## src/rtl/multiphase_pwm_ctrl.sv

```systemverilog
// multiphase_pwm_ctrl: N-phase interleaved PWM with shadowed period/duty/dead-time and per-phase dead-time FSMs
// Ports: clk, rst_n (async active-low); enable, fault; period/duty/deadtime + load strobe into shadow regs;
//        load_ack (shadow became active), cycle_start (master counter wrapped), hs_out/ls_out gate pairs, tripped.
module multiphase_pwm_ctrl #(
  parameter int CNT_W  = 16,
  parameter int NPHASE = 2,
  parameter int DT_W   = 8
) (
  input  logic              clk,
  input  logic              rst_n,
  input  logic              enable,
  input  logic              fault,
  input  logic [CNT_W-1:0]  period,
  input  logic [CNT_W-1:0]  duty,
  input  logic [DT_W-1:0]   deadtime,
  input  logic              load,
  output logic              load_ack,
  output logic              cycle_start,
  output logic [NPHASE-1:0] hs_out,
  output logic [NPHASE-1:0] ls_out,
  output logic              tripped
);
  localparam int LG = $clog2(NPHASE);
  typedef enum logic [2:0] {OFF, HS, DT_TO_HS, DT_TO_LS, LS} state_t;
  logic [CNT_W-1:0] cnt, sp, sd, pa, da, pn, dn;
  logic [DT_W-1:0] sdt, ta;
  logic pend, wrap, xfer, halt;
  logic [NPHASE-1:0] r, hs_n, ls_n;
  state_t ps [NPHASE];
  state_t ns [NPHASE];
  logic [DT_W-1:0] dc [NPHASE];
  logic [DT_W-1:0] ndc [NPHASE];
  // clamps applied to the shadow values as they are promoted to active
  assign pn = (sp < CNT_W'(2)) ? CNT_W'(2) : sp;
  assign dn = (sd > pn) ? pn : sd;
  assign wrap = cnt >= pa - CNT_W'(1);
  // while disabled there is no wrap to wait for, so a pending load applies at once
  assign xfer = pend && (!enable || wrap);
  assign halt = !enable || fault || tripped;
  for (genvar i = 0; i < NPHASE; i++) begin : g_ph
    logic [CNT_W+2:0] prod;
    logic [CNT_W:0] sum;
    logic [CNT_W-1:0] off, pc;
    assign prod = {3'b0, pn} * (CNT_W+3)'(i);
    assign sum = {1'b0, cnt} + {1'b0, off};
    // cnt and off are both below Pa, so one conditional subtract is the modulo
    assign pc = CNT_W'((sum >= {1'b0, pa}) ? sum - {1'b0, pa} : sum);
    assign r[i] = pc < da;
    always_ff @(posedge clk or negedge rst_n)
      if (!rst_n) off <= CNT_W'((2 * i) >> LG);
      else if (xfer) off <= CNT_W'(prod >> LG);
  end
  always_comb begin
    hs_n = '0;
    ls_n = '0;
    for (int k = 0; k < NPHASE; k++) begin
      ns[k] = ps[k];
      ndc[k] = dc[k];
      if (halt) begin
        ns[k] = OFF;
        ndc[k] = '0;
      end else if ((ps[k] == DT_TO_HS && r[k]) || (ps[k] == DT_TO_LS && !r[k])) begin
        if (dc[k] == '0) ns[k] = r[k] ? HS : LS;
        else ndc[k] = dc[k] - DT_W'(1);
      end else if (!((ps[k] == HS && r[k]) || (ps[k] == LS && !r[k]))) begin
        // new target (from OFF, a settled state, or a reversal mid-gap): restart the full gap
        ns[k] = (ta == '0) ? (r[k] ? HS : LS) : (r[k] ? DT_TO_HS : DT_TO_LS);
        ndc[k] = ta - DT_W'(1);
      end
      hs_n[k] = ns[k] == HS;
      ls_n[k] = ns[k] == LS;
    end
  end
  always_ff @(posedge clk or negedge rst_n) begin
    if (!rst_n) begin
      cnt <= '0;
      sp <= CNT_W'(2);
      sd <= '0;
      sdt <= '0;
      pa <= CNT_W'(2);
      da <= '0;
      ta <= '0;
      pend <= 1'b0;
      load_ack <= 1'b0;
      cycle_start <= 1'b0;
      tripped <= 1'b0;
      hs_out <= '0;
      ls_out <= '0;
      for (int k = 0; k < NPHASE; k++) begin
        ps[k] <= OFF;
        dc[k] <= '0;
      end
    end else begin
      cnt <= (!enable || wrap) ? '0 : cnt + CNT_W'(1);
      cycle_start <= enable && wrap;
      if (load) begin
        sp <= period;
        sd <= duty;
        sdt <= deadtime;
      end
      pend <= load || (pend && !xfer);
      load_ack <= xfer;
      if (xfer) begin
        pa <= pn;
        da <= dn;
        ta <= sdt;
      end
      tripped <= enable && (tripped || fault);
      hs_out <= hs_n;
      ls_out <= ls_n;
      for (int k = 0; k < NPHASE; k++) begin
        ps[k] <= ns[k];
        dc[k] <= ndc[k];
      end
    end
  end
endmodule

```

## config.mk

```make
export PLATFORM = sky130hd
export DESIGN_NAME = multiphase_pwm_ctrl
export DESIGN_NICKNAME = d
export VERILOG_FILES = /design/src/rtl/multiphase_pwm_ctrl.sv
export SDC_FILE = /design/constraint.sdc
export NUM_CORES = 1
export LEC_CHECK = 0
export CORE_MARGIN = 2
export CORE_UTILIZATION = 57
export DETAILED_ROUTE_END_ITERATION = 8
export GPL_TIMING_DRIVEN = 0
export HOLD_SLACK_MARGIN = 0.05
export PLACE_DENSITY_LB_ADDON = 0.25
export SLEW_MARGIN = 40
export SYNTH_ARGS = -nofsm -noshare
export SYNTH_HDL_FRONTEND = slang
export SYNTH_SLANG_ARGS = --single-unit
```

## constraint.sdc

```tcl
create_clock -name clk -period 11.61 [get_ports clk]
set_clock_uncertainty 0.2 [all_clocks]
set_input_delay 2.322 -clock clk [delete_from_list [all_inputs] [get_ports clk]]
set_output_delay 2.322 -clock clk [all_outputs]
set_load 0.1 [all_outputs]
```

==> reports/metrics.cfg, run 1 <==
[run_status]
status = finished clean

[power_and_ir_drop]
internal-power_w = 0.001387
p_per_area_mw_per_mm2 = 212.8
netSwitchingFraction_pct = 44.15
clkPwrFrac_pct = 22.1
pwr-share-comb_pct = 53.5
power.share.sequential_pct = 24.4
power_leakage_nw = 5.460
peakVddDrop_mv = 0.1187
p_switching_w = 0.001097

[setup_path]
cp-end-kind = flop
critPathMostFrequentCell = ha_1
critPathTopFamily = compound AO/OA/AOI/OAI gates
regToRegSetupSlack_ns = 3.84
worstPathMaxFanout = 10
path_class = flop to flop
critPathBufInv = 3
start_kind = flop
cpPeakStageDelay_ns = 0.61
r2r_end = ls_out[1]
arrival_ns = 7.89
slowest_stage = dfrtp_1
cp.required_ns = 11.74
r2r_start = cnt[0]
r2r.worst_path.cells = 34

[timing]
slew_violations = 0
min_period_ns = 7.766
max_slew_margin_pct = 48.02
setup_viol = 0
finalCritPeriodShare_pct = 66.89
finalHoldViolCount = 0
fmax_mhz = 128.8
rsz0062_at_grt = no
tightest_slew_ns = 0.7777
setup_tns_ns = 0
hold_slack_ns = 0.2850

[cts]
clock_path_buffers = 2
cts_buffers = 17
cts_resized = 0
insertion_delay_ns = 0.43
cts-hold-fix-buffers = 0
clock_sink_count = 126
cts.root.buffer_cell = clkbuf_16
cts_max_level = 4
clk_pin_slew_ns = 0.06
cts_tree = done
cts_setup_buffers = 0

[routing]
vias_per_cell = 6.005
dr.pass1.iters = 6
final_antenna_net_count = 0
drt-total-wl_um = 25890
vias = 8929
drcViolationCount = 0
wl_per_cell_um = 17.41
drtIter0Drc = 690

[die]
die_h_um = 138.1
pin_count = 52
num_rows = 49
initial_core_util_pct = 57.61
core_region_area_mm2 = 0.01778
fp.dieW_um = 138.1
dieArea_mm2 = 0.01906

[synth]
dominantRegCellSynth = dfrtp_1
synthCells = 1174
ys_seq_area_share_pct = 30.81
netlist_area_mm2 = 0.01024
yosys.area.top_type_share_pct = 30.30
syn_nets = 1338
avgSynthCellArea_um2 = 8.724
synth-edff-count = 0
synth.area.top_cells = dfrtp_1, ha_1, o21ai_0
yosysUniqueCellTypes = 78
yosys.area.top_type = dfrtp_1
yosys_warnings = 0
synth_seq_cells = 126
synth-async-reset-ratio_pct = 100.0

[global_route]
overflow = 0
track_usage_pct = 27.25
grt_max_degree = 74
antenna_found_initial = 0
grt_pass1_wl_um = 42280
grt_pass1_vias = 8632

[worst_hold_path]
hold_end = da[5]
min_from = da[5]
holdPathStages = 2
hold_path_class = flop to flop

[cells_and_area]
finalNetCount = 1409
drive_gt1_share_pct = 8.029
syn2layout_area_growth_pct = 13.95
diodes = 0

[placed_design]
port_buffers = 50
globalplace.congestion = 0.9493
hpwl_um = 20520

[run]
drv_cap = 0

==> layer usage <==
metal / global-route usage (%) / up-vias / part of all wire (%)
met5: 0 / - / 0
met4: 9.076 / 0 / 2.1
met3: 3.949 / 36 / 5.0
met2: 45.05 / 273 / 47
met1: 37.01 / 4217 / 46
li1: - / 4403 / -
==> worst max path at each step <==
stage,from,end,slack [ns],cells after the start
final,cnt[0],ls_out[1],3.84,34
after global routing,cnt[1],hs_out[1],3.22,33
after CTS,cnt[0],ls_out[1],3.93,34
after detailed placement,cnt[0],ls_out[1],3.96,34
after global placement,rst_n,da[2],3.18,1
after floorplan,pa[1],ls_out[1],5.10,34
==> cell type report <==
class	count	area, um^2
plain buffers	28	115.1
clock buffers	17	425.4
clock inverters	15	176.4
fillers	1497	6108
inverters	89	334.1
multi-input cells	931	6653
flip-flops and latches	126	3156
well taps	229	286.5
repair buffers	52	525.5
==> power groups by stage <==
stage | Combinational (W) | Sequential [W] | Clock [W]
2_1_floorplan | 0.000995 | 0.000596 | 0
3_3_place_gp | 0.00127 | 0.000607 | 0
3_5_place_dp | 0.00130 | 0.000610 | 0
4_1_cts | 0.00132 | 0.000602 | 0.000555
5_1_grt | 0.00148 | 0.000616 | 0.000572
6_report | 0.00133 | 0.000605 | 0.000549
==> flip-flops by register name, summed over array words and instances, names as in the netlist, 2 cells and up <==
name / count
cnt: 16
da: 16
dc: 16
pa: 16
sd: 16
sp: 16
sdt: 8
ta: 8
ps: 6
hs_out: 2
ls_out: 2
==> Yosys cell counts (all sizes together) (10+ instances only) <==
cell and instances:
o211ai 19, inv 89, nand2b 21, ha 116, nor3 23, a211oi 10, nand2 130, mux2i 23
a21o 41, xor2 23, nand4 22, dfrtp 124, a21oi 51, o21ai 115, xnor2 47, mux2 34
o21a 15, clkbuf 22, nand3 30, nor2 66, and2 11
==> per-stage QoR <==
step           instance area [um^2]  cells  utilization (%)  worst slack (ns)  power, W
2_1_floorplan                 10240   1174                -             5.095  0.001591
3_3_place_gp                  11030   1453            62.03             3.183  0.001877
3_5_place_dp                  11070   1455            62.26             3.962  0.001914
4_1_cts                       11670   1487            65.64             3.935  0.002475
5_1_grt                       11670   1487            65.64             3.221  0.002669
6_report                      11670   1487            65.64             3.844  0.002484
==> placed cells by master (no fill, tap or decap), drive strengths merged, types with 5 or more instances in the layout <==
cell type | synthesis | final
a211o | 6 | 6
a211oi | 10 | 10
a21o | 41 | 41
a21oi | 51 | 51
a31oi | 9 | 9
and2 | 11 | 11
and3 | 9 | 9
buf | 6 | 16
clkbuf | 22 | 39
clkdlybuf4s50 | 0 | 42
clkinv | 0 | 5
dfrtp | 124 | 124
ha | 116 | 116
inv | 89 | 96
mux2 | 34 | 34
mux2i | 23 | 23
nand2 | 130 | 130
nand2b | 21 | 21
nand3 | 30 | 30
nand4 | 22 | 22
nor2 | 66 | 66
nor2b | 8 | 8
nor3 | 23 | 23
nor3b | 7 | 7
nor4 | 9 | 9
o211a | 5 | 5
o211ai | 19 | 19
o21a | 15 | 15
o21ai | 115 | 115
o22ai | 7 | 7
xnor2 | 47 | 47
xor2 | 23 | 23
==> tightest hold or removal path: stages (launching register included) <==
cell	delay (ns)
dfrtp_1	0.35
nand2_1	0.05
o21ai_0	0.06
==> cells by family after synthesis <==
kind of cell               count (synthesis)  share of synthesized area, %
DFF                                      126                         30.81
muxes                                     57                         5.986
and+or+nand+nor                          357                         16.99
xor gates and xnor gates                  70                         5.986
adders and majority gates                119                         14.76
buffers and inverters                    117                         4.386
AOI/OAI and AO/OA                        328                         21.08
No activity file was read; power rests on OpenSTA's default activity.
==> run 2: changes to the inputs <==
Clock period 11.61 ns to 8 ns, I/O delays scaled along.
==> reports/metrics.cfg, run 2 (synthesis results as in run 1) <==
[routing]
final_antenna_net_count = 0  ; unchanged
vias = 8988  ; +0.66%
wl_met2_um = 12110  ; -0.48%
dr_wl_met3_um = 1501  ; +16%
drt-total-wl_um = 25980  ; +0.36%
drtIter0Drc = 721  ; +4.5%
vias_per_cell = 6.044  ; +0.66%
dr.pass1.iters = 6  ; unchanged
top_layer_used = met4
drcViolationCount = 0  ; unchanged
wl_met1_um = 11770  ; -0.90%
wl_per_cell_um = 17.47  ; +0.36%

[die]
fp.dieW_um = 138.1  ; unchanged
num_rows = 49  ; unchanged
dieArea_mm2 = 0.01906  ; unchanged
core_region_area_mm2 = 0.01778  ; unchanged
initial_core_util_pct = 57.61  ; unchanged
die_h_um = 138.1  ; unchanged
pin_count = 52  ; unchanged

[setup_path]
path_class = flop to flop
cpPeakStageDelay_ns = 0.62  ; about the same
worstPathMaxFanout = 10  ; unchanged
critPathMostFrequentCell = ha_1
start_kind = flop
critPathBufInv = 3  ; unchanged
arrival_ns = 7.58  ; -0.31 ns
cp.required_ns = 8.13  ; -3.61 ns
regToRegSetupSlack_ns = 0.55  ; -3.30 ns
cp-end-kind = flop
slowest_stage = dfstp_2
critPathTopFamily = compound AO/OA/AOI/OAI gates

[cts]
clk_pin_slew_ns = 0.06  ; about the same
cts_buffers = 17  ; unchanged
cts_max_level = 4  ; unchanged
clock_sink_count = 126  ; unchanged
insertion_delay_ns = 0.44  ; about the same
clock_path_buffers = 2  ; unchanged
cts_tree = done
cts.root.buffer_cell = clkbuf_16
cts_setup_buffers = 0  ; unchanged
cts-hold-fix-buffers = 0  ; unchanged

[cells_and_area]
syn2layout_area_growth_pct = 14.10
drive_gt1_share_pct = 8.506  ; +0.48 points
diodes = 0  ; unchanged
final_util_pct = 65.73  ; +0.084 points
fillers = 1498  ; +0.067%
final_common_cell = nand2_1
mostFrequentLayoutCells = nand2_1, dfrtp_1, ha_1, o21ai_0, inv_1
finalNetCount = 1409  ; unchanged

[power_and_ir_drop]
power_leakage_nw = 5.465  ; about the same
power.share.sequential_pct = 24.3  ; about the same
p_per_area_mw_per_mm2 = 309.5  ; +45%
netSwitchingFraction_pct = 44.25  ; +0.10 points
peakVddDrop_mv = 0.1727  ; +45%
p_switching_w = 0.001600  ; +46%
clkPwrFrac_pct = 22.0  ; about the same
pwr-share-comb_pct = 53.7  ; +0.2 points
internal-power_w = 0.002016  ; +45%

[placed_design]
globalplace.congestion = 0.9493  ; unchanged
port_buffers = 50  ; unchanged
hpwl_um = 20520  ; unchanged

[run_status]
status = finished clean

[global_route]
grt_max_degree = 74  ; unchanged
antenna_found_initial = 0  ; unchanged
overflow = 0  ; unchanged
grt_pass1_wl_um = 42280  ; unchanged
track_usage_pct = 27.25  ; unchanged
grt_pass1_vias = 8632  ; unchanged

[timing]
min_period_ns = 7.454  ; -0.3121 ns
fmax_mhz = 134.2  ; +4.2%
setup_tns_ns = 0  ; unchanged
max_slew_margin_pct = 44.83  ; -3.2 points
tightest_slew_ns = 0.8231  ; +0.04542 ns
rsz0062_at_grt = no
finalHoldViolCount = 0  ; unchanged
setup_viol = 0  ; unchanged
finalCritPeriodShare_pct = 93.18  ; +26 points
slew_violations = 0  ; unchanged

[run]
drv_cap = 0  ; unchanged

[worst_hold_path]
hold_path_class = flop to flop

## run 2: cell counts in the layout (fill, tap and decap cells not counted)
Identical to the previous run, type by type.
## run 2: path summary, 6_finish.rpt
check / startpoint / to / depth (start not counted)
max: pa[1] / ls_out[1] / 34
min: da[5] / da[5] / 2
max reg2reg: pa[1] / ls_out[1] / 34
min reg2reg: da[5] / da[5] / 2
max in group asynchronous: rst_n / pa[1] / 3
min in group asynchronous: rst_n / dc[6] / 1
## run 2: area by class of cell
cell class | instances | area, um^2 | area share (%)
multi-input cells | 931 | 6663 | 57.01
flip-flops and latches | 126 | 3158 | 27.02
repair buffers | 52 | 525.5 | 4.497
clock buffers | 17 | 425.4 | 3.640
inverters | 89 | 334.1 | 2.859
well taps | 229 | 286.5 | 2.452
clock inverters | 15 | 176.4 | 1.510
plain buffers | 28 | 117.6 | 1.006
## run 2: timing repair
| item | CTS | global route |
|---|---|---|
| resized for setup | 0 | 8 |
| hold endpoints to repair | 0 | 0 |
| setup endpoints to repair | 0 | 12 |
## run 2: power groups by stage
stage / registers (W) / clock network, W / logic (W)
2_1_floorplan: 0.000866 / 0 / 0.00144
3_3_place_gp: 0.000880 / 0 / 0.00184
3_5_place_dp: 0.000885 / 0 / 0.00189
4_1_cts: 0.000874 / 0.000805 / 0.00191
5_1_grt: 0.000894 / 0.000830 / 0.00216
6_report: 0.000880 / 0.000794 / 0.00194
## run 2: layer usage
layer | vias up | global-route usage, %
met5 | - | 0
met4 | 0 | 9.076
met3 | 41 | 3.949
met2 | 310 | 45.05
met1 | 4227 | 37.01
li1 | 4410 | -
## run 2: through the flow
| stage | std cells | instance area, um^2 | setup slack, ns | total power, W | hold slack (ns) |
|---|---|---|---|---|---|
| detailed placement | 1455 | 11070 | 0.3519 | 0.002777 | 0.2704 |
| finish | 1487 | 11690 | 0.5459 | 0.003617 | 0.2795 |
| global placement | 1453 | 11030 | 0.2947 | 0.002724 | 0.2622 |
| floorplan | 1174 | 10240 | 1.485 | 0.002309 | 0.2498 |
| CTS | 1487 | 11670 | 0.3247 | 0.003592 | 0.2832 |
| global route | 1487 | 11690 | 0.01100 | 0.003881 | 0.3119 |
## run 2: worst register-to-register path, delay by kind of cell (launching register included)
kind | cells | cell delay (ns)
simple gates | 8 | 1.20
compound gates | 17 | 3.19
xor+xnor | 1 | 0.21
fa+ha+maj | 5 | 1.48
buf+inv | 3 | 0.45
flops | 1 | 0.62
